$ cat config.mk
export PLATFORM = sky130hd
export DESIGN_NAME = mac_seq_ctrl
export DESIGN_NICKNAME = d
export VERILOG_FILES = /design/src/rtl/mac_seq_ctrl.sv
export SDC_FILE = /design/constraint.sdc
export NUM_CORES = 1
export LEC_CHECK = 0
export CAP_MARGIN = 40
export CORE_ASPECT_RATIO = 2
export CORE_MARGIN = 2
export CORE_UTILIZATION = 45
export CTS_CLUSTER_DIAMETER = 150
export DETAILED_ROUTE_END_ITERATION = 16
export GPL_ROUTABILITY_DRIVEN = 0
export GPL_TIMING_DRIVEN = 0
export PLACE_DENSITY = 0.85
export RECOVER_POWER = 100
export SETUP_SLACK_MARGIN = 0.2
export SYNTH_ARGS = -nofsm -noshare
export SYNTH_HDL_FRONTEND = slang
export SYNTH_SLANG_ARGS = --single-unit
$ cat constraint.sdc
create_clock -name clk -period 2.8 [get_ports clk]
set_input_delay 0.56 -clock clk [delete_from_list [all_inputs] [get_ports clk]]
set_output_delay 0.56 -clock clk [all_outputs]
set_load 0.02 [all_outputs]
$ cat src/rtl/mac_seq_ctrl.sv
// Dot-product sequencer for one MAC block: takes a command, streams operand beats
// into the MAC, waits for the accumulator to settle and returns C over a valid/ready port.
module mac_seq_ctrl #(
  parameter int MIN_W   = 8,
  parameter int ACC_W   = 32,
  parameter int CONF_W  = 4,
  parameter int LEN_W   = 8,
  parameter int ACC_LAT = 1
) (
  input  logic                    clk,
  input  logic                    rst,
  input  logic                    abort,
  input  logic                    cmd_valid,
  output logic                    cmd_ready,
  input  logic [LEN_W-1:0]        cmd_len,
  input  logic [CONF_W-1:0]       cmd_mode,
  input  logic [ACC_W-1:0]        cmd_init,
  input  logic                    op_valid,
  output logic                    op_ready,
  input  logic [4*MIN_W-1:0]      op_a,
  input  logic [MIN_W-1:0]        op_b,
  output logic                    mac_en,
  output logic                    mac_acc_clr,
  output logic [MIN_W-1:0]        mac_a0,
  output logic [MIN_W-1:0]        mac_a1,
  output logic [MIN_W-1:0]        mac_a2,
  output logic [MIN_W-1:0]        mac_a3,
  output logic [MIN_W-1:0]        mac_b3,
  output logic [ACC_W+CONF_W-1:0] mac_cfg,
  input  logic [ACC_W-1:0]        mac_c,
  output logic                    res_valid,
  input  logic                    res_ready,
  output logic [ACC_W-1:0]        res_data
);

  localparam int DRN_W = $clog2(ACC_LAT + 2);

  typedef enum logic [2:0] {S_IDLE, S_CLEAR, S_STREAM, S_DRAIN, S_DONE} state_t;

  state_t           state, state_nxt;
  logic [LEN_W-1:0] len_q;
  logic [LEN_W-1:0] beat_cnt;
  logic [DRN_W-1:0] drain_cnt;
  logic             cmd_hs, op_hs, res_hs, last_beat, drain_end;

  assign cmd_ready = (state == S_IDLE);
  assign op_ready  = (state == S_STREAM);

  // abort outranks every handshake in the same cycle
  assign cmd_hs    = cmd_valid & cmd_ready & ~abort;
  assign op_hs     = op_valid & op_ready & ~abort;
  assign res_hs    = (state == S_DONE) & res_ready & ~abort;
  assign last_beat = op_hs && ((beat_cnt + LEN_W'(1)) == len_q);
  assign drain_end = (state == S_DRAIN) && (drain_cnt == DRN_W'(ACC_LAT));

  always_comb begin
    state_nxt = state;
    case (state)
      S_IDLE:   if (cmd_hs) state_nxt = S_CLEAR;
      S_CLEAR:  state_nxt = (len_q != '0) ? S_STREAM : S_DRAIN;
      S_STREAM: if (last_beat) state_nxt = S_DRAIN;
      S_DRAIN:  if (drain_end) state_nxt = S_DONE;
      S_DONE:   if (res_hs) state_nxt = S_IDLE;
      default:  state_nxt = S_IDLE;
    endcase
    if (abort) state_nxt = S_IDLE;
  end

  always_ff @(posedge clk) begin
    if (!rst) begin
      state       <= S_IDLE;
      len_q       <= '0;
      beat_cnt    <= '0;
      drain_cnt   <= '0;
      mac_en      <= 1'b0;
      mac_acc_clr <= 1'b0;
      mac_a0      <= '0;
      mac_a1      <= '0;
      mac_a2      <= '0;
      mac_a3      <= '0;
      mac_b3      <= '0;
      mac_cfg     <= '0;
      res_valid   <= 1'b0;
      res_data    <= '0;
    end else begin
      state       <= state_nxt;
      mac_en      <= op_hs;
      mac_acc_clr <= (state_nxt == S_CLEAR);
      res_valid   <= (state_nxt == S_DONE);

      if (cmd_hs) begin
        len_q   <= cmd_len;
        mac_cfg <= {cmd_init, cmd_mode};
      end

      // operand registers hold their last beat through DRAIN and beyond
      if (op_hs) begin
        {mac_a3, mac_a2, mac_a1, mac_a0} <= op_a;
        mac_b3                           <= op_b;
      end

      if (abort || cmd_hs) beat_cnt <= '0;
      else if (op_hs)      beat_cnt <= beat_cnt + LEN_W'(1);

      if (state != S_DRAIN) drain_cnt <= '0;
      else                  drain_cnt <= drain_cnt + DRN_W'(1);

      if (drain_end && !abort) res_data <= mac_c;
    end
  end

endmodule

==> impl_metrics.ini, run 1 <==
[final_layout]
nNetsFinal = 1000
antenna_cells = 0
fillers = 889
drive_gt1_frac = 0.0596
layout_common_cells = nand2_1 (237), dfxtp_1 (132), clkdlybuf4s50_1 (119)
final_common_cell = nand2_1
layout.cells.non_filler = 1034
regArea_sq_um = 2640
area_growth_pct = 58.6
fin_util = 0.725
multiInputGateArea_sq_um = 2340

[global_route]
grt_max_degree = 17
grt_overflow_total = 0
grt_usage = 0.231
grt_pass1_vias = 4994
grt_pass1_wl_um = 23000
antenna_found_initial = 0

[sta]
finalClockSkew_ns = 0.00910
fin_setup_tns_ns = 0
period_minus_slack_ns = 2.55
finalHoldViolCount = 0
rsz0062_at_grt = false
max_freq_mhz = 393
max_slew.worst_pin.slew_ns = 1.07
setup-violations-final = 0
relSlewSlack = 0.281
finalCritPeriodShare = 0.909
finalMaxSlewViolations = 0

[detailed_routing]
drcViolationCount = 0
route.vias.total = 5098
viasPerCell = 4.93
antenna_left = 0
dr.first_iter.drc_count = 128
wl_um = 14700
dr.pass1.iters = 4
routedWlPerCell_um = 14.2

[critical_path]
worstReg2RegStart = state[1]
cp_cell_sequence = dlygate4sd3_1 -> clkbuf_1 -> nor3_1 -> clkbuf_1 -> nand2_1 -> a21boi_0
worstPathRequired_ns = 3.11
cp-start-kind = input port
critPathMaxStageDelay_ns = 0.65
worstSetupEndpointType = flip-flop
slowest_stage = nor3_1
crit_type = in2reg
arrival_ns = 2.86
cp-startpoint = abort
path_max_fanout = 10
critPathMostFrequentCell = clkbuf_1

[floorplan]
die_h_um = 157
initial_core_util = 0.457
ioPinCount = 235
dieArea_sq_um = 12700
die_w_um = 80.6
rows = 56
coreArea_sq_um = 11600

[logic_synthesis]
syn_area_sq_um = 5280
yosysTopAreaCellShare = 0.500
ys_seq_elements = 132
synthCells = 623
ys_types = 45
yosysSeqAreaShare = 0.500
yosysWarnings = 0
synth_nets = 747
synth_area_leaders = dfxtp_1 (50%), nand2_1 (17%), a21boi_1 (11%), a21boi_0 (5.1%), buf_6 (2.1%)
synth.largest_area_cell = dfxtp_1
synth.avg_cell_area_sq_um = 8.48

[power]
power_leakage_nw = 3.30
finalPower_mw = 4.71
worst_ir_drop_vdd_uv = 604
p_per_area_nw_per_um2 = 562

[min_path]
hold_class = reg2reg
worstHoldStart = drain_cnt[0]

[cts]
worstSkewPairLatency_ns = 0.41
cts_resized = 0
clock-sinks = 132
cts.reportedPaths.clkPinSlew_ns = 0.06
post_cts_buffers = 0
clockBufferDepth = 2
cts_max_level = 4
postCtsHoldBufs = 0
cts_buffers = 17
cts_tree = built
cts_root_buf = clkbuf_16

[run_status]
status = finished, final reports clean

[place]
dp_cells = 1002
portBuffers = 234
hpwl_um = 10700

[run]
drv_cap = 0
-- worst max-delay path, delay by kind of cell --
kind,cells,cell delay (ns)
AOI/OAI and AO/OA,1,0.26
and+or+nand+nor,2,0.78
buffers and inverters,3,1.25
-- power by group --
group	leakage, nW	internal [mW]	switching (mW)
logic	1.92	0.251	0.168
clock network	0.310	1.54	0.817
registers	1.07	1.91	0.0205
total	3.30	3.70	1.01
-- area by class of cell --
type / instances / area share
sequential: 132 / 0.315
multi-input combinational: 443 / 0.279
timing repair buffer: 234 / 0.279
clock buffer: 20 / 0.0545
buffer: 45 / 0.0270
tap: 145 / 0.0216
clock inverter: 12 / 0.0212
inverter: 3 / 0.00134
-- cell usage after synthesis, drive strengths merged --
| cell type | n |
|---|---|
| a211oi | 1 |
| nor2b | 4 |
| nand3 | 3 |
| and3 | 1 |
| nor3b | 2 |
| ha | 2 |
| nand4b | 2 |
| a21o | 1 |
| and4bb | 1 |
| or3 | 2 |
| nand2 | 237 |
| o2111ai | 1 |
| and4 | 1 |
| a21oi | 5 |
| and2 | 1 |
| inv | 3 |
| a211o | 1 |
| nand4 | 1 |
| nor4 | 2 |
| a31oi | 2 |
| dfxtp | 132 |
| a221oi | 2 |
| a31o | 1 |
| a21boi | 116 |
| o21a | 2 |
| o21ai | 9 |
| clkbuf | 15 |
| nor4b | 1 |
| xor2 | 6 |
| buf | 30 |
| xnor2 | 7 |
| a41o | 1 |
| nor3 | 6 |
| nor2 | 19 |
| nand2b | 3 |
-- cells by family after synthesis --
group,synth area share
XOR/XNOR,0.0216
adder cells (fa/ha/maj),0.00474
AO/OA/AOI/OAI,0.196
AND/OR/NAND/NOR,0.224
buffers and inverters,0.0533
flip-flops,0.500
-- metal layers --
metal  track usage  vias up  share of wire
li1              -     2538              -
met5             0        -              0
met2         0.397      219           0.50
met3        0.0986       19          0.098
met4        0.0783        0          0.014
met1         0.251     2322           0.39
-- flip-flops by register name, indices dropped and copies added, names as in the netlist, 3 cells and up --
register  flops
mac_cfg      36
res_data     32
beat_cnt      8
len_q         8
mac_a0        8
mac_a1        8
mac_a2        8
mac_a3        8
mac_b3        8
state         3
-- final timing paths --
| kind | to | slack (ns) | cells after the start |
|---|---|---|---|
| max | res_data[20] | 0.25 | 6 |
| min | drain_cnt[0] | 0.42 | 1 |
| max reg2reg | mac_a1[3] | 0.59 | 8 |
| min reg2reg | drain_cnt[0] | 0.42 | 1 |
-- per-stage QoR --
step / setup WS (ns) / area, sq um / hold WS (ns)
after floorplan: 1.14 / 5280 / 0.399
after global placement: 0.353 / 7810 / 0.410
after detailed placement: 0.287 / 7810 / 0.417
after CTS: 0.323 / 8440 / 0.424
after global routing: 0.131 / 8380 / 0.451
final: 0.254 / 8380 / 0.420
Note: power is estimated with default switching activity, not from simulation.
==> run 2: changes to the inputs <==
ABC_AREA = 1   (was unset)
CORE_ASPECT_RATIO = unset   (was 2)
CORE_UTILIZATION = 44   (was 45)
==> run 2 against run 1 <==
Power is 1.3% higher; die area shrank 3.6%; combinational power rose by 4%; first-iteration DRC count is 110% higher; worst hold slack better by 0.0039 ns; utilization rose by 2.0 points; via count grew 1.1%; register-to-register slack improved by 0.44 ns; non-clock buffer count down 4.
==> impl_metrics.ini, run 2 <==
[global_route]
grt_pass1_wl_um = 24600
use_met2 = 0.414
grt_usage = 0.247
grt_overflow_total = 0
met1_usage = 0.285
grt-busiest-layer = met2
grt_max_degree = 17
antenna_found_initial = 0
grt_pass1_vias = 5106
use_met3 = 0.0763

[floorplan]
dieArea_sq_um = 12200
rows = 38
initial_core_util = 0.457
die_w_um = 111
die_h_um = 111
coreArea_sq_um = 10900
ioPinCount = 235

[sta]
finalHoldViolCount = 0
finalMaxSlewViolations = 0
period_minus_slack_ns = 2.32
max_slew.worst_pin.slew_ns = 0.592
relSlewSlack = 0.605
setup-violations-final = 0
finalCritPeriodShare = 0.830
fin_setup_tns_ns = 0
rsz0062_at_grt = false
finalClockSkew_ns = 0.0102
max_freq_mhz = 430

[final_layout]
drive_gt1_frac = 0.0698
top_regs = mac_cfg (36), res_data (32)
largest_reg_flops = 36
layout_common_cells = nor2_1 (161), dfxtp_1 (132), clkdlybuf4s50_1 (119)
max_flop_register = mac_cfg
antenna_cells = 0
area_growth_pct = 63.2
fillers = 836
final_common_cell = nor2_1
nNetsFinal = 1028

[cts]
clockBufferDepth = 2
worstSkewPairLatency_ns = 0.41
cts.reportedPaths.clkPinSlew_ns = 0.05
cts_tree = built
postCtsHoldBufs = 0
cts_buffers = 17
cts_root_buf = clkbuf_16
post_cts_buffers = 0
cts_max_level = 4
clock-sinks = 132
cts_resized = 0

[power]
p_per_area_nw_per_um2 = 585
worst_ir_drop_vdd_uv = 507
finalPower_mw = 4.77
power_leakage_nw = 3.64

[critical_path]
worst-r2r-setup-slack_ns = 1.03
worstPathRequired_ns = 2.24
worstSetupEndpointType = output pin
cp-start-kind = flip-flop
crit_type = reg2out
arrival_ns = 1.76
path_max_fanout = 6

[detailed_routing]
routedWlPerCell_um = 14.3
wl_um = 15100
route.vias.total = 5155
drcViolationCount = 0
dr.first_iter.drc_count = 266
antenna_left = 0
viasPerCell = 4.88
dr.pass1.iters = 4

[logic_synthesis]
yosysWarnings = 0
synthTopCellsByCount = nor2_1 (161), dfxtp_1 (132), o21ai_0 (76)
ys_types = 27
synth_nets = 775
syn_area_sq_um = 4990
async_reset_ff_frac = 0
synth_edf_count = 0
synth_area_leaders = dfxtp_1 (53%), nor2_1 (12%), o21ai_0 (7.6%), nand2_1 (5.5%), a21oi_1 (5.3%)
yosysTopAreaCellShare = 0.529
synth.largest_area_cell = dfxtp_1
synthFlopType = dfxtp_1
yosysSeqAreaShare = 0.529
synth.avg_cell_area_sq_um = 7.67
synth.most_common_cell = nor2_1
ys_seq_elements = 132
synthCells = 651

[place]
portBuffers = 234
hpwl_um = 11100

[min_path]
hold_class = reg2reg

[run_status]
status = finished, final reports clean

[run]
drv_cap = 0
run 2: critical path, stage by stage, from the launching register on:
cell and delay [ns]:
dfxtp_1 0.38, nor3_4 0.26, dlygate4sd3_1 0.72
run 2: worst paths after layout:
path	depth (start not counted)	start	to
worst min register to register	1	drain_cnt[0]	drain_cnt[0]
worst max-delay path	2	state[2]	op_ready
worst min-delay path	1	drain_cnt[0]	drain_cnt[0]
worst max register to register	13	beat_cnt[0]	state[0]
run 2: area by class of cell:
type	instances	area [sq um]	share of cell area
tap	140	175	0.0215
multi-input combinational	448	2000	0.246
sequential	132	2640	0.324
inverter	30	113	0.0138
timing repair buffer	234	2340	0.287
buffer	41	228	0.0279
clock buffer	21	470	0.0577
clock inverter	11	174	0.0213
run 2: cell families (layout without fill, tap and decap cells):
kind of cell	Yosys count	after routing	share of synthesized area
AOI/OAI and AO/OA	142	142	0.143
buffers and inverters	71	337	0.0689
DFF	132	132	0.529
adders and majority gates	2	2	0.00501
and+or+nand+nor	303	303	0.253
xor gates and xnor gates	1	1	0.00175
run 2: through the flow:
stage / utilization / hold slack [ns] / area (sq um) / worst slack [ns] / cells
floorplan: - / 0.397 / 4990 / 1.35 / 651
CTS: 0.746 / 0.427 / 8160 / 0.504 / 1057
global placement: 0.687 / 0.411 / 7510 / 0.514 / 1025
global route: 0.745 / 0.461 / 8150 / 0.400 / 1057
finish: 0.745 / 0.423 / 8150 / 0.475 / 1057
detailed placement: 0.687 / 0.419 / 7510 / 0.464 / 1025
run 2: report_power, final:
group / switching, mW / total, mW / internal [mW]
sequential: 0.0202 / 1.94 / 1.92
combinational: 0.195 / 0.437 / 0.242
clock: 0.828 / 2.39 / 1.57
run 2: routing by layer:
metal / vias up / routed length [um]
li1: 2629 / -
met1: 2319 / 6350
met2: 171 / 7340
met3: 36 / 910
met4: 0 / 522
met5: - / 0
==> run 3: changes to the inputs <==
CORE_UTILIZATION = 37   (was 44)
PLACE_DENSITY = 0.76   (was 0.85)
clock period = 2.05 ns   (was 2.8 ns; I/O delays follow)
==> run 3 against run 2 <==
Worst setup slack got worse by 0.31 ns; global-route usage fell by 3.4 points; sequential power rose by 37%; critical path type unchanged.
==> impl_metrics.ini, run 3 (synthesized netlist as in run 2, its figures left out) <==
[final_layout]
layout.cells.non_filler = 1093
largest_reg_flops = 36
regArea_sq_um = 2640
top_regs = mac_cfg (36), res_data (32)
fin_area_sq_um = 8160
fin_util = 0.619
max_flop_register = mac_cfg
area_growth_pct = 63.4
drive_gt1_frac = 0.0709
fillers = 1155
multiInputGateArea_sq_um = 1990
nNetsFinal = 1028
final_common_cell = nor2_1
antenna_cells = 0
layout_common_cells = nor2_1 (162), dfxtp_1 (131), clkdlybuf4s50_1 (119)

[critical_path]
cp-start-kind = flip-flop
path_buf_inv = 1
worstPathRequired_ns = 1.64
crit_type = reg2out
reg2reg_to = mac_a2[4]
critPathMaxStageDelay_ns = 0.73
slowest_stage = dlygate4sd3_1
worst-r2r-setup-slack_ns = 0.32
ff2ff_path_depth = 7
path_depth = 1
worstReg2RegStart = state[2]
path_max_fanout = 2
cp-startpoint = mac_a2[1]
cp_cell_sequence = dlygate4sd3_1
crit_family = buffers and inverters
worstSetupEndpointType = output pin
endpoint = mac_a2[1]
arrival_ns = 1.47

[cts]
postCtsHoldBufs = 0
cts_buffers = 17
clock-sinks = 132
worstSkewPairLatency_ns = 0.41
cts_tree = built
post_cts_buffers = 0
cts.reportedPaths.clkPinSlew_ns = 0.06
cts_max_level = 4
cts_root_buf = clkbuf_16
clockBufferDepth = 2

[detailed_routing]
dr.pass1.iters = 7
drcViolationCount = 0
antenna_left = 0
wl_um = 15100
routedWlPerCell_um = 13.9
viasPerCell = 4.67
dr.first_iter.drc_count = 306
route.vias.total = 5105

[power]
worst_ir_drop_vdd_uv = 595
power_leakage_nw = 3.63
finalPower_mw = 6.55
p_per_area_nw_per_um2 = 803

[global_route]
grt_pass1_vias = 5063
grt-busiest-layer = met2
use_met3 = 0.0656
grt_max_degree = 17
antenna_found_initial = 0
grt_overflow_total = 0
grt_usage = 0.212
use_met2 = 0.347
grt_pass1_wl_um = 24400
met1_usage = 0.258

[sta]
period_minus_slack_ns = 1.88
max_slew.worst_pin.slew_ns = 0.573
setup-violations-final = 0
finalClockSkew_ns = 0.00804
holdWs_ns = 0.417
finalMaxSlewViolations = 0
finalHoldViolCount = 0
max_freq_mhz = 531
rsz0062_at_grt = true
finalCritPeriodShare = 0.919
relSlewSlack = 0.618

[place]
hpwl_um = 11000
portBuffers = 234
placed_area_sq_um = 7560
dp_cells = 1061

[floorplan]
die_h_um = 120
ioPinCount = 235
dieArea_sq_um = 14400
coreArea_sq_um = 13200
rows = 42
initial_core_util = 0.379
die_w_um = 120

[run_status]
status = finished, final reports clean

[run]
drv_cap = 0

[min_path]
hold_class = reg2reg
[run 3: cell count changes in the layout (fill, tap and decap cells not counted), sizes merged]
cell         change
buf              -2
bufinv           +1
clkbuf           +3
clkinv           +2
clkinvlp         +1
dlygate4sd3      -4
inv              -1
[run 3: per-stage QoR]
stage,setup TNS (ns),worst slack [ns]
floorplan,0,0.603
finish,0,0.166
CTS,0,0.189
detailed placement,-3.43,-0.169
global placement,-4.13,-0.221
global route,0,0.0752
[run 3: area by class of cell]
class / count / area share
Timing Repair Buffer: 234 / 0.284
Buffer: 41 / 0.0282
Clock buffer: 18 / 0.0538
Tap cell: 176 / 0.0270
Inverter: 30 / 0.0138
Multi-Input combinational cell: 448 / 0.244
Sequential cell: 132 / 0.324
Clock inverter: 14 / 0.0256
[run 3: how the worst min path moves through the flow]
stage	from	endpoint	cells past startpoint
4_1_cts	drain_cnt[0]	drain_cnt[0]	1
3_3_place_gp	drain_cnt[0]	drain_cnt[0]	1
2_1_floorplan	drain_cnt[0]	drain_cnt[0]	1
5_1_grt	drain_cnt[0]	drain_cnt[0]	1
3_5_place_dp	drain_cnt[0]	drain_cnt[0]	1
6_report	drain_cnt[0]	drain_cnt[0]	1
[run 3: routing by layer]
metal | part of all wire | vias up | wire [um]
met4 | 0.028 | 0 | 422
met3 | 0.076 | 31 | 1150
met5 | 0 | - | 0
met1 | 0.43 | 2273 | 6540
met2 | 0.47 | 179 | 7050
li1 | - | 2622 | -
[run 3: what timing repair did]
item / 4_1_cts / 5_1_grt
hold endpoints to repair: 0 / 0
resized for setup: 2 / 11
setup endpoints to repair: 2 / 22
gates cloned: 0 / 0
[run 3: where the power goes]
| group | internal [mW] | switching (mW) |
|---|---|---|
| clock | 2.18 | 1.12 |
| combinational | 0.327 | 0.268 |
| sequential | 2.62 | 0.0274 |
